File: config.mk
export PLATFORM = sky130hd
export DESIGN_NAME = rom_loader
export DESIGN_NICKNAME = d
export VERILOG_FILES = /design/src/rtl/rom_loader_pkg.sv /design/src/rtl/rom_region_dec.sv /design/src/rtl/rom_loader.sv
export SDC_FILE = /design/constraint.sdc
export NUM_CORES = 1
export LEC_CHECK = 0
export BUFFER_PORTS_ARGS = -buffer_cell sky130_fd_sc_hd__buf_2
export CAP_MARGIN = 20
export CELL_PAD_IN_SITES_DETAIL_PLACEMENT = 0
export CELL_PAD_IN_SITES_GLOBAL_PLACEMENT = 1
export CORE_MARGIN = 2
export CORE_UTILIZATION = 34
export DETAILED_ROUTE_END_ITERATION = 10
export PLACE_DENSITY = 0.71
export SYNTH_ARGS = -nofsm -noshare
export SYNTH_HDL_FRONTEND = slang
export SYNTH_SLANG_ARGS = --single-unit
File: constraint.sdc
create_clock -name clk_sys -period 4 [get_ports clk_sys]
set_input_delay 0.4 -clock clk_sys [delete_from_list [all_inputs] [get_ports clk_sys]]
set_output_delay 0.4 -clock clk_sys [all_outputs]
set_load 0.01 [all_outputs]
File: src/rtl/rom_loader_pkg.sv
// Shared types and default region map for the ROM loader.
// Optional feature macro: ROM_LOADER_CKSUM_EN (adds a byte checksum output).
package rom_loader_pkg;

    // Word serialiser states: waiting for a strobe, low byte out, high byte out.
    typedef enum logic [1:0] {
        ST_IDLE = 2'd0,
        ST_LO   = 2'd1,
        ST_HI   = 2'd2
    } state_t;

    // One-hot region select: bit0 main CPU, bit1 sound CPU, bit2 gfx, bit3 PROM.
    typedef logic [3:0] region_sel_t;

    localparam logic [7:0]  DEF_INDEX   = 8'd0;
    localparam logic [26:0] DEF_R1_BASE = 27'h0C000;
    localparam logic [26:0] DEF_R2_BASE = 27'h10000;
    localparam logic [26:0] DEF_R3_BASE = 27'h30000;
    localparam logic [26:0] DEF_R_END   = 27'h30400;
    localparam int          DEF_OFS_W   = 17;

endpackage

File: src/rtl/rom_region_dec.sv
// Combinational byte-address decoder: one-hot region select plus the
// region-relative offset. Addresses at or beyond R_END select nothing.
module rom_region_dec
    import rom_loader_pkg::*;
#(
    parameter logic [26:0] R1_BASE = DEF_R1_BASE,
    parameter logic [26:0] R2_BASE = DEF_R2_BASE,
    parameter logic [26:0] R3_BASE = DEF_R3_BASE,
    parameter logic [26:0] R_END   = DEF_R_END,
    parameter int          OFS_W   = DEF_OFS_W
) (
    input  logic [26:0]      byte_addr,
    output region_sel_t      sel,
    output logic [OFS_W-1:0] ofs
);

    // Lower bound of region i; bound(4) is the end of the last region.
    function automatic logic [26:0] bound(input int i);
        case (i)
            0:       bound = 27'd0;
            1:       bound = R1_BASE;
            2:       bound = R2_BASE;
            3:       bound = R3_BASE;
            default: bound = R_END;
        endcase
    endfunction

    logic [3:0] hit;

    // Half-open range test per region.
    generate
        for (genvar gi = 0; gi < 4; gi++) begin : g_hit
            assign hit[gi] = (byte_addr >= bound(gi)) && (byte_addr < bound(gi + 1));
        end
    endgenerate

    // Offset from the base of whichever region matched; zero when none did.
    always_comb begin
        sel = hit;
        ofs = '0;
        for (int i = 0; i < 4; i++) begin
            if (hit[i]) begin
                ofs = OFS_W'(byte_addr - bound(i));
            end
        end
    end

endmodule

File: src/rtl/rom_loader.sv
// ROM loader: splits the 16-bit hps_io download stream into byte writes
// for the core's ROM/RAM images, throttling hps_io with ioctl_wait.
// Optional feature macro: ROM_LOADER_CKSUM_EN adds cksum[15:0], a running
// sum of every in-range byte written during the current download.
module rom_loader
    import rom_loader_pkg::*;
#(
    parameter logic [7:0]  INDEX   = DEF_INDEX,
    parameter logic [26:0] R1_BASE = DEF_R1_BASE,
    parameter logic [26:0] R2_BASE = DEF_R2_BASE,
    parameter logic [26:0] R3_BASE = DEF_R3_BASE,
    parameter logic [26:0] R_END   = DEF_R_END,
    parameter int          OFS_W   = DEF_OFS_W
) (
    input  logic             clk_sys,
    input  logic             reset_n,
    input  logic             ioctl_download,
    input  logic [7:0]       ioctl_index,
    input  logic [26:0]      ioctl_addr,
    input  logic [15:0]      ioctl_dout,
    input  logic             ioctl_wr,
    output logic             ioctl_wait,
    output region_sel_t      rom_sel,
    output logic [OFS_W-1:0] rom_addr,
    output logic [7:0]       rom_data,
    output logic             rom_we,
    output logic             loaded,
    output logic             done
`ifdef ROM_LOADER_CKSUM_EN
    ,
    output logic [15:0]      cksum
`endif
);

    state_t      state_reg;
    logic [26:0] addr_reg;
    logic [7:0]  hi_byte_reg;
    logic        active_prev_reg;
    logic        done_pend_reg;

    logic        active;
    logic        active_rise;
    logic        active_fall;
    logic [26:0] dec_addr;
    logic [7:0]  dec_data;
    region_sel_t dec_sel;
    logic [OFS_W-1:0] dec_ofs;

    assign active      = ioctl_download && (ioctl_index == INDEX);
    assign active_rise = active && !active_prev_reg;
    assign active_fall = !active && active_prev_reg;

    // The low byte is registered straight off the strobe (so it appears in
    // the first LO cycle); the high byte comes from the latched word.
    assign dec_addr = (state_reg == ST_IDLE) ? ioctl_addr : (addr_reg + 27'd1);
    assign dec_data = (state_reg == ST_IDLE) ? ioctl_dout[7:0] : hi_byte_reg;

    rom_region_dec #(
        .R1_BASE (R1_BASE),
        .R2_BASE (R2_BASE),
        .R3_BASE (R3_BASE),
        .R_END   (R_END),
        .OFS_W   (OFS_W)
    ) u_dec (
        .byte_addr (dec_addr),
        .sel       (dec_sel),
        .ofs       (dec_ofs)
    );

    // Word serialiser FSM with registered byte-write outputs.
    always_ff @(posedge clk_sys or negedge reset_n) begin
        if (!reset_n) begin
            state_reg   <= ST_IDLE;
            addr_reg    <= '0;
            hi_byte_reg <= '0;
            ioctl_wait  <= 1'b0;
            rom_we      <= 1'b0;
            rom_sel     <= '0;
            rom_addr    <= '0;
            rom_data    <= '0;
        end else begin
            rom_we   <= 1'b0;
            rom_sel  <= '0;
            rom_addr <= '0;
            rom_data <= '0;
            case (state_reg)
                ST_IDLE: begin
                    if (ioctl_wr && active) begin
                        addr_reg    <= ioctl_addr;
                        hi_byte_reg <= ioctl_dout[15:8];
                        ioctl_wait  <= 1'b1;
                        state_reg   <= ST_LO;
                        if (|dec_sel) begin
                            rom_we   <= 1'b1;
                            rom_sel  <= dec_sel;
                            rom_addr <= dec_ofs;
                            rom_data <= dec_data;
                        end
                    end
                end
                ST_LO: begin
                    state_reg <= ST_HI;
                    if (|dec_sel) begin
                        rom_we   <= 1'b1;
                        rom_sel  <= dec_sel;
                        rom_addr <= dec_ofs;
                        rom_data <= dec_data;
                    end
                end
                ST_HI: begin
                    ioctl_wait <= 1'b0;
                    state_reg  <= ST_IDLE;
                end
                default: begin
                    ioctl_wait <= 1'b0;
                    state_reg  <= ST_IDLE;
                end
            endcase
        end
    end

    // Download completion: a falling edge of active is held pending until the
    // serialiser is idle, then done pulses and loaded follows a cycle later.
    always_ff @(posedge clk_sys or negedge reset_n) begin
        if (!reset_n) begin
            active_prev_reg <= 1'b0;
            done_pend_reg   <= 1'b0;
            done            <= 1'b0;
            loaded          <= 1'b0;
        end else begin
            active_prev_reg <= active;
            done            <= 1'b0;
            if (done) begin
                loaded <= 1'b1;
            end
            if ((active_fall || done_pend_reg) && (state_reg == ST_IDLE)) begin
                done          <= 1'b1;
                done_pend_reg <= 1'b0;
            end else if (active_fall) begin
                done_pend_reg <= 1'b1;
            end
            if (active_rise) begin
                loaded        <= 1'b0;
                done_pend_reg <= 1'b0;
            end
        end
    end

`ifdef ROM_LOADER_CKSUM_EN
    // Running sum of every byte actually written; restarts with each download.
    always_ff @(posedge clk_sys or negedge reset_n) begin
        if (!reset_n) begin
            cksum <= '0;
        end else if (active_rise) begin
            cksum <= '0;
        end else if (rom_we) begin
            cksum <= cksum + {8'd0, rom_data};
        end
    end
`endif

endmodule

==> summary.log, run 1 <==
INFO  synth          synth_ff_type=dfrtp_1
INFO  synth          synth-compound-area-share=0.118
INFO  clocking       cts_sinks=72
INFO  worst_setup_path timing.critical_path.fanout_max=8
INFO  detailed_routing antenna_violating_nets_post_route=0
INFO  final_layout   register_area=1810µm²
INFO  clocking       h-tree-depth=3
INFO  place          port_buffers=87
INFO  synth          synth_top_family_by_area=simple AND/OR/NAND/NOR gates
INFO  global_routing groute.layer.met2.usage=0.290
INFO  detailed_routing vias_per_cell=5.03
INFO  synth          synth_area_leader_cell=dfrtp_1
INFO  hold_path      worstHoldPathType=in2async
INFO  detailed_routing dr.pass1.iters=4
INFO  clocking       postCtsResizedCells=0
INFO  place          hpwlAfterDp=7.13mm
INFO  synth          synth_simple_gate_area_frac=0.308
INFO  final_layout   antenna_fix_cells=0
INFO  synth          yosysUniqueCellTypes=56
INFO  final_layout   drive_above_1_share=0.276
INFO  global_routing wire_length_of_the_first_global_routing_pass=16.5mm
INFO  floorplanning  std_cell_rows=38
INFO  worst_setup_path timing_worst_setup_path_type=reg2reg
INFO  synth          post_synth_mux_area_share=0.0108
INFO  detailed_routing count_of_unresolved_drc_violations_after_routing=0
INFO  floorplanning  floorplan.core_area=10700µm²
INFO  synth          ys_seq_area_frac=0.485
INFO  final_layout   area_growth=21.9%
INFO  synth          syn-num-nets=482
INFO  global_routing antenna_found_initial=0
INFO  global_routing use_met1=0.249
INFO  worst_setup_path critPathCaptureType=flop
INFO  clocking       path_clk_slew=0.08ns
INFO  place          gpl.final_weighted_congestion=0.854
INFO  global_routing final_global_route_overflow_total=0
INFO  timing         min_period_over_period=0.932
INFO  synth          synth.cell_area=3710µm²
INFO  final_layout   layout.cells.most_common=nand2_1
INFO  flow_run       cap_violations=0
INFO  timing         grt_setup_unrepaired=false
INFO  global_routing grt_pass1_vias=3330
INFO  floorplanning  die_height=108µm
INFO  synth          synth.avg_cell_area=8.78µm²
INFO  global_routing groute.usage.overall=0.183
INFO  clocking       ctsRootBufferMaster=clkbuf_8
INFO  synth          synth.ff_latch_count=72
INFO  timing         final_worst_path_setup_slack=0.270ns
INFO  power          ir_drop=0.000132V
INFO  timing         worstMarginPinSlew=0.713ns
INFO  final_layout   multiInputGateArea=1800µm²
INFO  place          pre_cts_ws=0.211ns
INFO  floorplanning  io_pins=88
INFO  clocking       cts_tree=built
INFO  timing         fmax=268MHz
INFO  power          p_leak=2.26nW
INFO  synth          synth_warnings=0
INFO  synth          post_synth_fa_ha_maj_area_fraction=0.0135
INFO  floorplanning  initial_utilization=0.345
INFO  final_layout   fill_cells=1094
INFO  detailed_routing wirelength=9.86mm
INFO  worst_setup_path regToRegEndpoint=rom_addr[16]
INFO  timing         final.min_clock_period=3.73ns
INFO  final_layout   mostFrequentLayoutCells=129 x nand2_1, 87 x buf_2, 65 x dfrtp_1, 37 x nor2_1, 13 x a21oi_1
INFO  detailed_routing routed_wire_length_per_instance=15.1µm
INFO  run_status     status=finished, final reports clean
INFO  final_layout   nets=569
INFO  timing         report.final.hold_viol_count=0
INFO  worst_setup_path crit-reg2reg-launch=addr_reg[2]
INFO  power          power.density=326nW/µm²
INFO  worst_setup_path cp_data_arrival_time=3.98ns
INFO  timing         setup_violations=0
INFO  worst_setup_path worst_r2r_path_depth=14
INFO  worst_setup_path critPathRequiredTime=4.25ns
INFO  clocking       worst_skew_pair.late_latency=0.36ns
INFO  timing         final_max_slew_viol_count=0
INFO  worst_setup_path r2r_slack=0.27ns
INFO  clocking       tritoncts_buffers=9
INFO  timing         slew-limit-headroom=0.525
INFO  clocking       cts_hold_buf=0
INFO  synth          postSynthCellCount=423
INFO  synth          synth_edf_count=0
INFO  final_layout   largest_register_ffs=27
INFO  synth          postSynth.asyncResetShare=1.00
INFO  synth          synthTopCellsByArea=dfrtp_1 49%, nand2_1 13%, nor2_1 3.7%
INFO  floorplanning  fp.dieArea=11800µm²
INFO  synth          yosys.area_share.xor_xnor=0.0307
INFO  synth          synth_top_area_share=0.485
INFO  timing         fin_skew=0.0103ns
INFO  timing         setup_tns_final=0ns
INFO  worst_setup_path timing.critical_path.from_type=flop
INFO  global_routing grt.met3_usage=0.0265
INFO  global_routing globalRoute.busiestLayer=met2
INFO  global_routing pin_count_of_the_biggest_net_entering_global_routing=41
INFO  floorplanning  die_w=108µm
INFO  detailed_routing drt_first_iter_violations=181
INFO  clocking       postCtsSetupRepairBufs=0
INFO  detailed_routing vias=3288
INFO  clocking       cts_max_path_buffers=2
INFO  final_layout   layout.core_utilization=0.421
-- power by group --
part / switching [mW] / total, mW / internal, mW
Combinational: 0.0577 / 0.0995 / 0.0418
Sequential: 0.0148 / 0.756 / 0.742
Clock: 0.275 / 0.620 / 0.345
Total: 0.347 / 1.48 / 1.13
-- per-stage QoR --
| step | total power [mW] | instance area, µm² | hold WS [ns] | std cells |
|---|---|---|---|---|
| floorplan | 0.808 | 3710 | 0.104 | 423 |
| global placement | 0.870 | 4300 | 0.462 | 639 |
| detailed placement | 0.871 | 4300 | 0.462 | 639 |
| CTS | 1.50 | 4510 | 0.100 | 654 |
| global route | 1.54 | 4530 | 0.136 | 654 |
| finish | 1.48 | 4530 | 0.0837 | 654 |
-- cell families after synthesis --
family	count (synthesis)
simple gates	245
flops	72
compound gates	55
fa+ha+maj	4
xor+xnor	13
buf+inv	30
mux	4
-- per-layer routing --
layer  share of wire  wire, µm
met5               0         0
met4           0.012       122
met3           0.052       509
met2            0.46      4510
met1            0.48      4720
-- worst max-delay path by stage --
stage | from | to | slack, ns | depth (start not counted)
2_1_floorplan | addr_reg[7] | rom_addr[16] | 0.60 | 15
3_3_place_gp | addr_reg[2] | rom_addr[16] | 0.35 | 14
3_5_place_dp | addr_reg[2] | rom_addr[16] | 0.21 | 14
4_1_cts | addr_reg[0] | rom_addr[16] | 0.18 | 14
5_1_grt | addr_reg[2] | rom_addr[16] | 0.05 | 14
6_report | addr_reg[2] | rom_addr[16] | 0.27 | 14
-- synthesized netlist by cell type, types with 2 or more instances --
master and instances:
inv_1 11, xor2_1 10, ha_1 4, nor4_1 10, a21oi_1 13, xnor2_1 3, a211oi_1 2, buf_1 2
and2_1 2, mux2i_1 4, a211oi_2 4, a22oi_1 2, dfrtp_1 72, a31oi_1 4, clkbuf_1 13, and4b_1 2
or2_2 3, o31ai_1 3, or3_1 7, a31o_2 4, nor3_1 11, nor2_1 37, a311oi_1 2, nand2_1 130
and3_1 4, o21ai_0 8, nand4_2 2, buf_2 3, nand3_1 11, nand4_1 12, nor2b_1 2, or4_1 2
-- critical path, stage by stage, from the launching register on --
cell and delay [ns]:
dfrtp_2 0.44, nand3_4 0.12, or4_4 0.60, or3_1 0.32, a31o_2 0.28, inv_1 0.06
ha_1 0.19, nor4b_2 0.18, and3_1 0.18, a31oi_1 0.05, a311oi_1 0.33, nand4_1 0.20
a21oi_1 0.18, nand3_1 0.11, a2111oi_2 0.37
-- area by class of cell --
cell class	instances	share of cell area
clock buffers	9	0.0274
clock inverters	6	0.0188
inverters	11	0.00912
multi-input cells	321	0.397
flip-flops and latches	72	0.400
well taps	140	0.0387
repair buffers	95	0.109
No activity file was read; power rests on OpenSTA's default activity.
==> run 2: changes to the inputs <==
--- a/config.mk
+++ b/config.mk
@@ -7,12 +7,13 @@
 export LEC_CHECK = 0
 export BUFFER_PORTS_ARGS = -buffer_cell sky130_fd_sc_hd__buf_2
 export CAP_MARGIN = 20
-export CELL_PAD_IN_SITES_DETAIL_PLACEMENT = 0
-export CELL_PAD_IN_SITES_GLOBAL_PLACEMENT = 1
+export CELL_PAD_IN_SITES_DETAIL_PLACEMENT = 1
+export CELL_PAD_IN_SITES_GLOBAL_PLACEMENT = 2
 export CORE_MARGIN = 2
-export CORE_UTILIZATION = 34
+export CORE_UTILIZATION = 32
+export CTS_CLUSTER_DIAMETER = 50
 export DETAILED_ROUTE_END_ITERATION = 10
-export PLACE_DENSITY = 0.71
+export PLACE_DENSITY = 0.81
 export SYNTH_ARGS = -nofsm -noshare
 export SYNTH_HDL_FRONTEND = slang
 export SYNTH_SLANG_ARGS = --single-unit
==> run 2 against run 1 <==
  * Die area rose by 6.0%
  * Maximum frequency rose by 0.23%
  * Sequential power barely moved
  * Clock skew fell by 0.0044 ns
  * Critical path type unchanged
  * Highest routed layer unchanged
==> summary.log, run 2 (synthesized netlist as in run 1, its figures left out) <==
INFO  worst_setup_path r2r_slack=0.28ns
INFO  clocking       path_clk_slew=0.06ns
INFO  floorplanning  die_height=112µm
INFO  floorplanning  floorplan.core_area=11400µm²
INFO  final_layout   layout.core_utilization=0.414
INFO  clocking       cts_tree=built
INFO  place          port_buffers=87
INFO  final_layout   instances_no_fill=666
INFO  timing         final_worst_path_setup_slack=0.279ns
INFO  clocking       worst_skew_pair.late_latency=0.34ns
INFO  floorplanning  initial_utilization=0.327
INFO  timing         worstMarginPinSlew=0.827ns
INFO  final_layout   layout.cells.most_common=nand2_1
INFO  clocking       cts_max_path_buffers=2
INFO  power          ir_drop=0.000178V
INFO  final_layout   drive_above_1_share=0.291
INFO  worst_setup_path crit-reg2reg-launch=addr_reg[1]
INFO  clocking       ctsRootBufferMaster=clkbuf_16
INFO  power          net-switching-power=381µW
INFO  timing         fin_skew=0.00591ns
INFO  final_layout   largest_register_ffs=27
INFO  worst_setup_path path_cells=nand2_4 > or4_4 > or3_1 > a31o_2 > inv_1 > ha_1 > nor4b_2 > and3_1 > a31oi_1 > a311oi_1 > nand4_1 > a21oi_1 > nand3_1 > a2111oi_2
INFO  final_layout   nets=577
INFO  worst_setup_path critPathRequiredTime=4.23ns
INFO  floorplanning  std_cell_rows=39
INFO  place          hpwlAfterDp=7.95mm
INFO  final_layout   register_area=1810µm²
INFO  place          gpl.final_weighted_congestion=0.798
INFO  power          swShare=0.222
INFO  global_routing pin_count_of_the_biggest_net_entering_global_routing=64
INFO  timing         min_period_over_period=0.930
INFO  flow_run       cap_violations=0
INFO  timing         report.final.hold_viol_count=0
INFO  detailed_routing routed_wire_length_per_instance=16.3µm
INFO  floorplanning  die_w=112µm
INFO  global_routing final_global_route_overflow_total=0
INFO  detailed_routing vias_per_cell=5.06
INFO  timing         setup_tns_final=0ns
INFO  worst_setup_path worst_r2r_path_depth=14
INFO  worst_setup_path cpPeakStageDelay=0.57ns
INFO  global_routing grt_pass1_vias=3741
INFO  detailed_routing dr.pass1.iters=4
INFO  worst_setup_path timing_worst_setup_path_type=reg2reg
INFO  detailed_routing vias=3368
INFO  timing         slew-limit-headroom=0.449
INFO  final_layout   fill_cells=1369
INFO  global_routing groute.usage.overall=0.184
INFO  place          post-place-cells=643
INFO  power          p_leak=2.37nW
INFO  power          cell_internal_pwr=1.34mW
INFO  worst_setup_path regToRegEndpoint=rom_addr[16]
INFO  power          power.combinational.fraction=0.061
INFO  hold_path      worst_hold_startpoint=ioctl_dout[15]
INFO  timing         final.min_clock_period=3.72ns
INFO  run_status     status=finished, final reports clean
INFO  hold_path      worst_hold_path.num_cells=3
INFO  floorplanning  io_pins=88
INFO  final_layout   area_growth=26.9%
INFO  power          sequentialPowerShare=0.441
INFO  worst_setup_path timing.critical_path.fanout_max=8
INFO  floorplanning  fp.dieArea=12500µm²
INFO  worst_setup_path cp_data_arrival_time=3.95ns
INFO  hold_path      worstHoldPathType=in2reg
INFO  place          pre_cts_ws=0.136ns
INFO  detailed_routing wirelength=10.9mm
INFO  power          power.density=365nW/µm²
INFO  clocking       tritoncts_buffers=9
INFO  timing         setup_violations=0
INFO  worst_setup_path critPathSlowestCell=or4_4
INFO  hold_path      whs_endpoint=hi_byte_reg[7]
INFO  global_routing wire_length_of_the_first_global_routing_pass=18.4mm
INFO  final_layout   antenna_fix_cells=0
INFO  detailed_routing antenna_violating_nets_post_route=0
INFO  detailed_routing count_of_unresolved_drc_violations_after_routing=0
INFO  timing         grt_setup_unrepaired=false
INFO  timing         final_max_slew_viol_count=0
INFO  worst_setup_path critPathCaptureType=flop
INFO  clocking       h-tree-depth=3
INFO  final_layout   mostFrequentLayoutCells=129 x nand2_1, 87 x buf_2, 62 x dfrtp_1, 37 x nor2_1, 15 x buf_4
INFO  detailed_routing drt_first_iter_violations=115
INFO  clocking       cts_sinks=72
INFO  global_routing antenna_found_initial=0
INFO  timing         fmax=269MHz
INFO  worst_setup_path timing.critical_path.from_type=flop
INFO  final_layout   multiInputGateArea=1800µm²
INFO  power          power_frac_clock=0.498
[run 2: cell types whose count changed in the layout (fill, tap and decap cells not counted), sizes merged]
cell,delta
clkinv,-1
buf,+7
clkbuf,+5
bufinv,-1
clkinvlp,-2
dlygate4sd3,+1
[run 2: power groups by stage]
stage / Combinational, mW / Sequential [mW] / Clock (mW)
6_report: 0.105 / 0.758 / 0.856
5_1_grt: 0.120 / 0.760 / 0.896
4_1_cts: 0.105 / 0.757 / 0.868
3_5_place_dp: 0.103 / 0.770 / 0
3_3_place_gp: 0.100 / 0.769 / 0
2_1_floorplan: 0.0409 / 0.767 / 0
[run 2: through the flow]
stage | hold WS [ns] | total power [mW] | instance area [µm²]
finish | 0.260 | 1.72 | 4710
global route | 0.275 | 1.78 | 4710
CTS | 0.256 | 1.73 | 4640
detailed placement | 0.273 | 0.873 | 4310
global placement | 0.264 | 0.870 | 4310
floorplan | 0.104 | 0.808 | 3710
[run 2: worst max-delay path by stage]
stage | end | cells past startpoint | slack (ns) | start
after floorplan | rom_addr[16] | 15 | 0.60 | addr_reg[7]
after global placement | rom_addr[16] | 14 | 0.32 | addr_reg[2]
after CTS | rom_addr[16] | 14 | 0.12 | addr_reg[0]
after detailed placement | rom_addr[16] | 14 | 0.14 | addr_reg[0]
final | rom_addr[16] | 14 | 0.28 | addr_reg[1]
after global routing | rom_addr[16] | 14 | 0.0007 | addr_reg[1]
[run 2: routing by layer]
layer / wire length [µm] / global-route usage / vias to the layer above / part of all wire
met5: 0 / 0 / - / 0
met4: 213 / 0.0741 / 0 / 0.020
met3: 348 / 0.0261 / 14 / 0.032
met2: 5280 / 0.315 / 63 / 0.49
met1: 5030 / 0.236 / 1642 / 0.46
li1: - / - / 1649 / -
[run 2: final cells by class]
cell class / instances / share of cell area
clock buffer: 14 / 0.0603
clock inverter: 2 / 0.00743
inverter: 11 / 0.00876
multi-input combinational: 321 / 0.382
sequential: 72 / 0.385
tap: 143 / 0.0380
timing repair buffer: 103 / 0.118
[run 2: worst max-delay path, delay by kind of cell (launching register included)]
kind	cells	cell delay (ns)
flip-flops	1	0.44
AO/OA/AOI/OAI	5	1.21
adder cells (fa/ha/maj)	1	0.20
buffers and inverters	1	0.06
AND/OR/NAND/NOR	7	1.69
[run 2: repair_timing]
| item | CTS | global route |
|---|---|---|
| endpoints found under the setup margin | 0 | 3 |
| endpoints found under the hold margin | 9 | 0 |
| gates resized for setup | 0 | 13 |
| hold buffers | 1 | 0 |
| buffers inserted | 0 | 6 |
